===== src/rtl/thd_pkg.sv =====
// Shared constants and types for the THD ratio unit.
//   AMP_W   : width of one harmonic power value
//   SUM_W   : width of the four-harmonic sum (two guard bits, cannot overflow)
//   SCALE   : fixed-point scale applied to the harmonic sum
//   NUM_W   : width of the scaled numerator (exact product width)
//   OUT_W   : width of the reported THD value
//   THD_SAT : value reported on divide-by-zero or quotient overflow
package thd_pkg;

    localparam int AMP_W   = 24;
    localparam int SUM_W   = AMP_W + 2;
    localparam int SCALE_W = 27;
    localparam int NUM_W   = SUM_W + SCALE_W;
    localparam int OUT_W   = 40;
    localparam int CNT_W   = $clog2(NUM_W);

    localparam logic [SCALE_W-1:0] SCALE   = 27'd100000000;
    localparam logic [OUT_W-1:0]   THD_SAT = '1;

    typedef enum logic [2:0] {
        ST_IDLE = 3'd0,
        ST_SUM  = 3'd1,
        ST_MUL  = 3'd2,
        ST_DIV  = 3'd3,
        ST_FIN  = 3'd4
    } thd_state_t;

endpackage


===== src/rtl/thd_div_seq.sv =====
// Serial unsigned restoring divider, one quotient bit per clock, MSB first.
//   clk, rst : clock and synchronous active-high reset
//   go       : one-cycle pulse; dividend/divisor are consumed in this cycle,
//              which is also the first of NUM_W iterations
//   dividend : NUM_W-bit numerator
//   divisor  : AMP_W-bit denominator (must be nonzero; the caller filters 0)
//   quotient : result of the iteration performed in the current cycle;
//              holds the complete quotient while fin is high
//   fin      : high in the cycle of the last (NUM_W-th) iteration
module thd_div_seq
    import thd_pkg::*;
(
    input  logic             clk,
    input  logic             rst,
    input  logic             go,
    input  logic [NUM_W-1:0] dividend,
    input  logic [AMP_W-1:0] divisor,
    output logic [NUM_W-1:0] quotient,
    output logic             fin
);

    logic [AMP_W:0]   rem_reg;
    logic [NUM_W-1:0] work_reg;   // dividend bits shift out the top, quotient bits in the bottom
    logic [CNT_W-1:0] cnt_reg;
    logic             active_reg;

    logic [NUM_W-1:0] src_bits;
    logic [AMP_W:0]   src_rem;
    logic [AMP_W:0]   trial;
    logic             take;
    logic [AMP_W:0]   rem_next;
    logic [NUM_W-1:0] work_next;

    // The go cycle already performs iteration 0 on the fresh operands, so the
    // whole division occupies exactly NUM_W cycles.
    always_comb begin
        src_bits  = go ? dividend : work_reg;
        src_rem   = go ? '0 : rem_reg;
        // Remainder is always below divisor, so its top bit is free for the shift.
        trial     = {src_rem[AMP_W-1:0], src_bits[NUM_W-1]};
        take      = (trial >= {1'b0, divisor});
        rem_next  = take ? (trial - {1'b0, divisor}) : trial;
        work_next = {src_bits[NUM_W-2:0], take};
    end

    assign quotient = work_next;
    assign fin      = active_reg && (cnt_reg == CNT_W'(NUM_W - 1));

    always_ff @(posedge clk) begin
        if (rst) begin
            rem_reg    <= '0;
            work_reg   <= '0;
            cnt_reg    <= '0;
            active_reg <= 1'b0;
        end else if (go) begin
            rem_reg    <= rem_next;
            work_reg   <= work_next;
            cnt_reg    <= CNT_W'(1);
            active_reg <= 1'b1;
        end else if (active_reg) begin
            rem_reg  <= rem_next;
            work_reg <= work_next;
            cnt_reg  <= cnt_reg + CNT_W'(1);
            if (cnt_reg == CNT_W'(NUM_W - 1)) begin
                active_reg <= 1'b0;
            end
        end
    end

endmodule


===== src/rtl/thd_calc_seq.sv =====
// Multi-cycle THD ratio: thd = SCALE * (amp_2+amp_3+amp_4+amp_5) / amp_1.
//   clk, rst      : clock and synchronous active-high reset (aborts any operation)
//   start         : one-cycle request, accepted only in IDLE; amps valid with it
//   amp_1         : fundamental power (divisor)
//   amp_2..amp_5  : harmonic powers
//   busy          : high from the cycle after an accepted start through done
//   done          : one-cycle pulse; thd/div_zero/sat valid from this cycle
//   thd           : truncated quotient, or all ones on zero divisor / overflow
//   div_zero      : last result had amp_1 == 0
//   sat           : last quotient did not fit in OUT_W bits
// Normal latency: done 56 cycles after start (SUM, MUL, 53 x DIV, FIN).
// Zero-divisor latency: done 2 cycles after start (SUM, FIN).
module thd_calc_seq
    import thd_pkg::*;
(
    input  logic             clk,
    input  logic             rst,
    input  logic             start,
    input  logic [AMP_W-1:0] amp_1,
    input  logic [AMP_W-1:0] amp_2,
    input  logic [AMP_W-1:0] amp_3,
    input  logic [AMP_W-1:0] amp_4,
    input  logic [AMP_W-1:0] amp_5,
    output logic             busy,
    output logic             done,
    output logic [OUT_W-1:0] thd,
    output logic             div_zero,
    output logic             sat
);

    thd_state_t       state_reg;
    logic [AMP_W-1:0] amp1_reg;
    logic [AMP_W-1:0] harm_reg [4];
    logic [SUM_W-1:0] sum_r;
    logic [NUM_W-1:0] num_r;
    logic             div_go_reg;

    logic [SUM_W-1:0] sum_next;
    logic [NUM_W-1:0] div_quotient;
    logic             div_fin;

    always_comb begin
        sum_next = '0;
        for (int i = 0; i < 4; i++) begin
            sum_next = sum_next + SUM_W'(harm_reg[i]);
        end
    end

    thd_div_seq u_div (
        .clk      (clk),
        .rst      (rst),
        .go       (div_go_reg),
        .dividend (num_r),
        .divisor  (amp1_reg),
        .quotient (div_quotient),
        .fin      (div_fin)
    );

    always_ff @(posedge clk) begin
        if (rst) begin
            state_reg  <= ST_IDLE;
            busy       <= 1'b0;
            done       <= 1'b0;
            thd        <= '0;
            div_zero   <= 1'b0;
            sat        <= 1'b0;
            amp1_reg   <= '0;
            sum_r      <= '0;
            num_r      <= '0;
            div_go_reg <= 1'b0;
            for (int i = 0; i < 4; i++) begin
                harm_reg[i] <= '0;
            end
        end else begin
            case (state_reg)
                ST_IDLE: begin
                    if (start) begin
                        amp1_reg    <= amp_1;
                        harm_reg[0] <= amp_2;
                        harm_reg[1] <= amp_3;
                        harm_reg[2] <= amp_4;
                        harm_reg[3] <= amp_5;
                        busy        <= 1'b1;
                        state_reg   <= ST_SUM;
                    end
                end
                ST_SUM: begin
                    sum_r <= sum_next;
                    if (amp1_reg == '0) begin
                        // Skip the divider entirely and report the sentinel.
                        thd       <= THD_SAT;
                        div_zero  <= 1'b1;
                        sat       <= 1'b0;
                        done      <= 1'b1;
                        state_reg <= ST_FIN;
                    end else begin
                        state_reg <= ST_MUL;
                    end
                end
                ST_MUL: begin
                    num_r      <= NUM_W'(sum_r) * NUM_W'(SCALE);
                    div_go_reg <= 1'b1;
                    state_reg  <= ST_DIV;
                end
                ST_DIV: begin
                    div_go_reg <= 1'b0;
                    // div_quotient is the completed quotient in the fin cycle.
                    if (div_fin) begin
                        if (div_quotient[NUM_W-1:OUT_W] != '0) begin
                            thd <= THD_SAT;
                            sat <= 1'b1;
                        end else begin
                            thd <= div_quotient[OUT_W-1:0];
                            sat <= 1'b0;
                        end
                        div_zero  <= 1'b0;
                        done      <= 1'b1;
                        state_reg <= ST_FIN;
                    end
                end
                ST_FIN: begin
                    done      <= 1'b0;
                    busy      <= 1'b0;
                    state_reg <= ST_IDLE;
                end
                default: begin
                    state_reg <= ST_IDLE;
                    busy      <= 1'b0;
                    done      <= 1'b0;
                end
            endcase
        end
    end

endmodule


===== config.mk =====
export PLATFORM = sky130hd
export DESIGN_NAME = thd_calc_seq
export DESIGN_NICKNAME = d
export VERILOG_FILES = /design/src/rtl/thd_pkg.sv /design/src/rtl/thd_div_seq.sv /design/src/rtl/thd_calc_seq.sv
export SDC_FILE = /design/constraint.sdc
export NUM_CORES = 1
export LEC_CHECK = 0
export ABC_AREA = 1
export CAP_MARGIN = 25
export CORE_AREA = 5 5 337 174
export CTS_CLUSTER_DIAMETER = 100
export DETAILED_ROUTE_END_ITERATION = 7
export DIE_AREA = 0 0 342 179
export HOLD_SLACK_MARGIN = 0.02
export PLACE_DENSITY = 0.74
export REMOVE_ABC_BUFFERS = 1
export SLEW_MARGIN = 20
export SYNTH_ARGS = -nofsm -noshare
export SYNTH_HDL_FRONTEND = slang
export SYNTH_HIERARCHICAL = 1
export SYNTH_SLANG_ARGS = --single-unit

===== constraint.sdc =====
create_clock -name clk -period 5.3 [get_ports clk]
set_input_delay 1.59 -clock clk [delete_from_list [all_inputs] [get_ports clk]]
set_output_delay 1.59 -clock clk [all_outputs]
set_load 0.01 [all_outputs]

Word level (Yosys, flattened, before mapping)

Memory sizes are Yosys's and may differ from the RTL's.
Index checks and enable logic that the tools add are counted.

Register bits: 227
Bits in latches: 0
RAM bits: 96
Bits in read-only memories: 0
Input port bits: 123
Logic and storage cells: 93
Memories: 1

Add/subtract/negate cells: 5
$mul: 1
Divide/modulo/power cells: 0
$lt $le $gt $ge: 1
Equal/unequal tests: 7
Shift-type cells: 0
Muxes and demuxes: 42
Bitwise gates (word level): 6
Reductions and logical operators: 15

Memory list:

| memory   | depth | bits a word | read ports | clocked after memory_dff | write ports | line               | RTL |
|---|---|---|---|---|---|---|---|
| harm_reg | 4     | 24          | 4          | 0                        | 4           | thd_calc_seq.sv:33 | `logic [AMP_W-1:0] harm_reg [4];` |

Operators with widths:

| cell                                                | number |
|---|---|
| 2-to-1 mux 24 bit                                   | 8 |
| 2-to-1 mux 53 bit                                   | 3 |
| 2-to-1 mux 40 bit                                   | 3 |
| one-hot mux 40 bit (2 select lines)                 | 1 |
| multiplier 26 x 19 -> 45 bit, second input constant | 1 |
| adder 25 x 24 -> 26 bit                             | 1 |
| adder 26 x 24 -> 26 bit                             | 1 |
| adder 24 x 24 -> 25 bit                             | 1 |
| greater-or-equal comparator 25 x 24 -> 1 bit        | 1 |
| zero test 24 bit                                    | 1 |
| subtractor 24 bit                                   | 1 |
| 2-to-1 mux 1 bit                                    | 18 |
| nonzero test 13 bit                                 | 1 |
| one-hot mux 3 bit (4 select lines)                  | 1 |
| 2-to-1 mux 3 bit                                    | 3 |
| one-hot mux 1 bit (2 select lines)                  | 4 |
| adder 6 x 1 -> 6 bit, second input constant         | 1 |
| == test 3 x 2 -> 1 bit, second input constant       | 2 |
| == test 6 bit, second input constant                | 1 |
| != test 2 bit, second input constant                | 3 |
| AND reduction 2 bit                                 | 3 |
| AND reduction 3 bit                                 | 2 |
| nonzero test 2 bit                                  | 3 |
| bitwise OR 1 bit                                    | 4 |
| other kinds (7)                                     | 9 |

Logic depth before layout (Yosys ltp)

Depth after elaboration: 5
Gate-level depth with buffers: 27
Gate-level depth less buffers: 27

Hierarchy

Netlist, hierarchy kept.

By module, submodules not included:

| module       | times used | cells each | area an instance (sq um) | sequential area each (sq um) |
|---|---|---|---|---|
| thd_calc_seq | 1          | 2564       | 21652.0                  | 5745.5 |
| thd_div_seq  | 1          | 925        | 5696.7                   | 1681.6 |

Least setup slack after synthesis

Ideal clock, no wire load.

Kind: reg-to-reg
Start: register sum_r[4]
End: register num_r[32]
Setup time: 0.115 ns
Arrival: 4.982 ns
Setup slack: 0.202 ns
Cell stages (with the launch flop): 21
Period minus slack after synthesis: 5.098 ns
Cell sequence: dfxtp_1 > inv_1 > fa_1 > fa_1 > inv_1 > fa_1 > fa_1 > fa_1 > inv_1 > fa_1 > inv_1 > ha_1 > nand2_1 > inv_1 > a21oi_1 > o21bai_1 > inv_1 > nand2_1 > xor2_1 > o21ai_0 > inv_1

Longest elaborated chain between the ends: 1

RTL lines:

| item                         | line                | RTL |
|---|---|---|
| start: declaration           | thd_calc_seq.sv:34  | `logic [SUM_W-1:0] sum_r;` |
| start signal: assignment     | thd_calc_seq.sv:88  | `sum_r <= sum_next;` |
| multiplier 26 x 19 -> 45 bit | thd_calc_seq.sv:101 | `num_r <= NUM_W'(sum_r) * NUM_W'(SCALE);` |
| end signal: assignment       | thd_calc_seq.sv:101 |  |
| end: declaration             | thd_calc_seq.sv:35  | `logic [NUM_W-1:0] num_r;` |

Every way passes these cells.
A chain may end at the register's enable or synchronous reset.

Worst setup path in the final report

Start: register sum_r[6]
End: register num_r[43]

The elaborated chain is that of the path after synthesis.

==> metrics.csv <==
stage,metric,value,unit
detailed_routing,Routed WL per cell,16.69,µm
clocking,register clock-pin slew on the reported worst setup and hold paths,70,ps
yosys,"Avg Cell Area, Syn",7.839,µm²
detailed_routing,Remaining DRCs,0,
final_layout,area growth from synthesis to layout,20.44,%
yosys,synthesized flop and latch total,323,
sta,part of the cycle the worst path needs,99.40,%
sta,Max Fclk,189.8,MHz
clocking,CTS Buf Count,34,
yosys,sequential fraction of the synthesis area,27.16,%
hold_path,hold depth,2,
detailed_routing,WL final,75800,µm
detailed_routing,Detailed Route Iter0 Violations,2292,
critical_path,Worst setup SP type,register,
final_layout,Layout Cells excl Fill,4542,
sta,RSZ-0062 raised after global routing,yes,
critical_path,crit path max fanout,6,
critical_path,WP data arrival,5720,ps
detailed_routing,ANT nets after route,0,
sta,final hold vios,0,
yosys,Netlist Area Pre-Place,27350,µm²
detailed_routing,vias,23170,
critical_path,Reg2Reg Depth,22,
critical_path,"Req. time, crit path",5750,ps
final_layout,Finished Cell Area,32940,µm²
placement,placed cell count,4474,
critical_path,critical path class,register to register,
final_layout,Antenna Cells,0,
sta,Slew @ Worst Pin,1022,ps
hold_path,HP Class,register to register,
floorplanning,die height,179,µm
run,max_cap viols,0,
clocking,clock root buffer,clkbuf_16,
clocking,CTS tree,yes,
floorplanning,core area,55030,µm²
clocking,# H-tree levels,2,
placement,RD Place Congestion,0.9870,
sta,max-slew violations,0,
detailed_routing,drt first pass iters,6,
yosys,synth warn,6,
detailed_routing,drt via density,5.101,
yosys,Syn Inst Count,3489,
final_layout,layout cell share with drive strength beyond 1,11.54,%
yosys,ys flop type,dfxtp_1,
grt,grt total ovfl,0,
placement,dpl hpwl,60000,µm
floorplanning,Initial Util,49.70,%
sta,Tmin final,5268,ps
critical_path,CP Capture Type,register,
sta,Final setup viols,0,
yosys,ys async rst share,0,%
yosys,"EDFF count, synth",96,
grt,number of global-route vias before repair,22050,
floorplanning,Die Area,61220,µm²
floorplanning,Die W,342,µm
grt,Global Route Usage Sum,24.77,%
clocking,maximum root-to-sink buffer count,3,
floorplanning,I/O pins,167,
floorplanning,row count,61,
clocking,Hold Buf Count CTS,0,
final_layout,nets@finish,4390,
sta,Rel. slew slack,31.76,%
yosys,synth unique cells,49,
grt,pin count of the biggest net entering global routing,97,
clocking,CTS Sinks,323,
clocking,"Clk Latency, worst-skew pair",560,ps
final_layout,Largest register FFs,96,
placement,area of placed instances,30780,µm²
sta,Clock Skew,24.27,ps
grt,first-pass GRT wire length,120000,µm
grt,initial antenna violation count,0,
placement,count of input and output buffers,166,
run_status,status,completed,
[cells in the final DEF (no fill, tap or decap), drive strengths merged, types with 2 or more instances in the layout]
master and count:
clkbuf 48, a21boi 2, ha 235, o22ai 24, nor3 19, nand3b 6, o21ai 192, nand2 634
clkinvlp 2, a21o 14, a31oi 57, dfxtp 227, xnor2 9, or2 5, nand3 126, o21a 7
nor3b 2, inv 826, o21bai 5, xor2 44, o211ai 2, a21oi 180, clkinv 6, fa 270
clkdlybuf4s50 165, nor2 363, nand4 44, edfxtp 96, buf 161, conb 8
[layer usage]
layer	wire (µm)	up-vias	GRT usage, %
li1	-	11340	-
met1	38750	10860	40.87
met2	27020	899	30.57
met3	9215	64	8.789
met4	809	0	3.207
met5	0	-	0
[worst max-delay path, stage by stage (launching register included)]
cell and delay (ps):
dfxtp_2 330, buf_4 170, ha_1 440, xor2_1 260, ha_4 250, fa_1 570, fa_1 470, fa_1 510
inv_1 50, fa_1 520, inv_1 60, ha_4 300, nand2_2 70, inv_2 80, nand2_4 70, nor2_4 120
nand4_1 230, nand3_4 240, nand2_1 100, nand3_1 80, nand2_1 50, nor2_1 140, nor2_1 50
[final cells by class]
class / instances / area (µm²)
Sequential cell: 323 / 7450
Clock buffer: 48 / 963.4
Clock inverter: 12 / 126.4
Multi-Input combinational cell: 2254 / 17370
Timing Repair Buffer: 326 / 2987
Inverter: 823 / 3097
Tap cell: 756 / 945.9
Fill cell: 4895 / 22090
[synthesized netlist by cell type, types with 2 or more instances]
library cell / n / area (µm²)
inv_1: 816 / 3063
nand3_2: 3 / 30.03
inv_2: 6 / 22.52
nand4_1: 42 / 262.8
a31oi_1: 57 / 356.6
o211ai_1: 2 / 15.01
clkbuf_1: 55 / 206.5
or2_2: 4 / 25.02
nand3b_1: 6 / 45.04
buf_6: 3 / 33.78
o21ai_0: 168 / 840.8
nor2_2: 6 / 37.54
xor2_1: 44 / 385.4
o22ai_1: 24 / 150.1
nand3_1: 123 / 615.6
buf_2: 26 / 130.1
buf_4: 4 / 30.03
nor3b_1: 2 / 15.01
a21o_1: 14 / 105.1
dfxtp_1: 227 / 4544
nand2_1: 620 / 2327
ha_1: 235 / 2940
buf_1: 8 / 30.03
nor3_1: 18 / 90.09
o21ai_1: 23 / 115.1
xnor2_1: 9 / 78.83
nand2_2: 13 / 81.33
fa_1: 270 / 5405
o21a_1: 7 / 52.55
o21bai_1: 5 / 37.54
a21oi_1: 180 / 900.9
nor2_1: 354 / 1329
nor2_4: 3 / 33.78
nand4_2: 2 / 25.02
edfxtp_1: 96 / 2883
[final timing paths]
kind | slack (ps) | startpoint | endpoint
worst min-delay path | 450 | thd[14] | thd[14]
worst max-delay path | 30 | sum_r[6] | num_r[43]
worst min register to register | 450 | thd[14] | thd[14]
worst max register to register | 30 | sum_r[6] | num_r[43]
[what timing repair did]
| item | 4_1_cts | 5_1_grt |
|---|---|---|
| buffers inserted | 0 | 7 |
| setup endpoints to repair | 19 | 28 |
| hold endpoints to repair | 0 | 0 |
| pin swaps | 14 | 71 |
| resized for setup | 29 | 190 |
[cell families after synthesis]
logic type               synth area share [%]
multiplexers                          0.03660
flip-flops                              27.16
other                                 0.01371
XOR/XNOR                                1.697
adder cells (fa/ha/maj)                 30.52
AND/OR/NAND/NOR                         18.16
buffers and inverters                   12.87
AO/OA/AOI/OAI                           9.553
[metrics by stage]
step	worst slack (ps)	util (%)	hold WS (ps)	setup TNS (ps)
after floorplan	-670.9	-	438.6	-81860
after global placement	-149.4	55.93	437.9	-759.6
final	31.65	59.86	447.1	0
after CTS	2.820	58.18	451.1	0
after detailed placement	-153.4	55.93	440.6	-976.7
after global routing	-60.23	59.86	467.4	-432.2
Power is left out: the tool's default activity adds up to more than one toggle a clock period on the data nets, which glitch-free logic cannot reach.
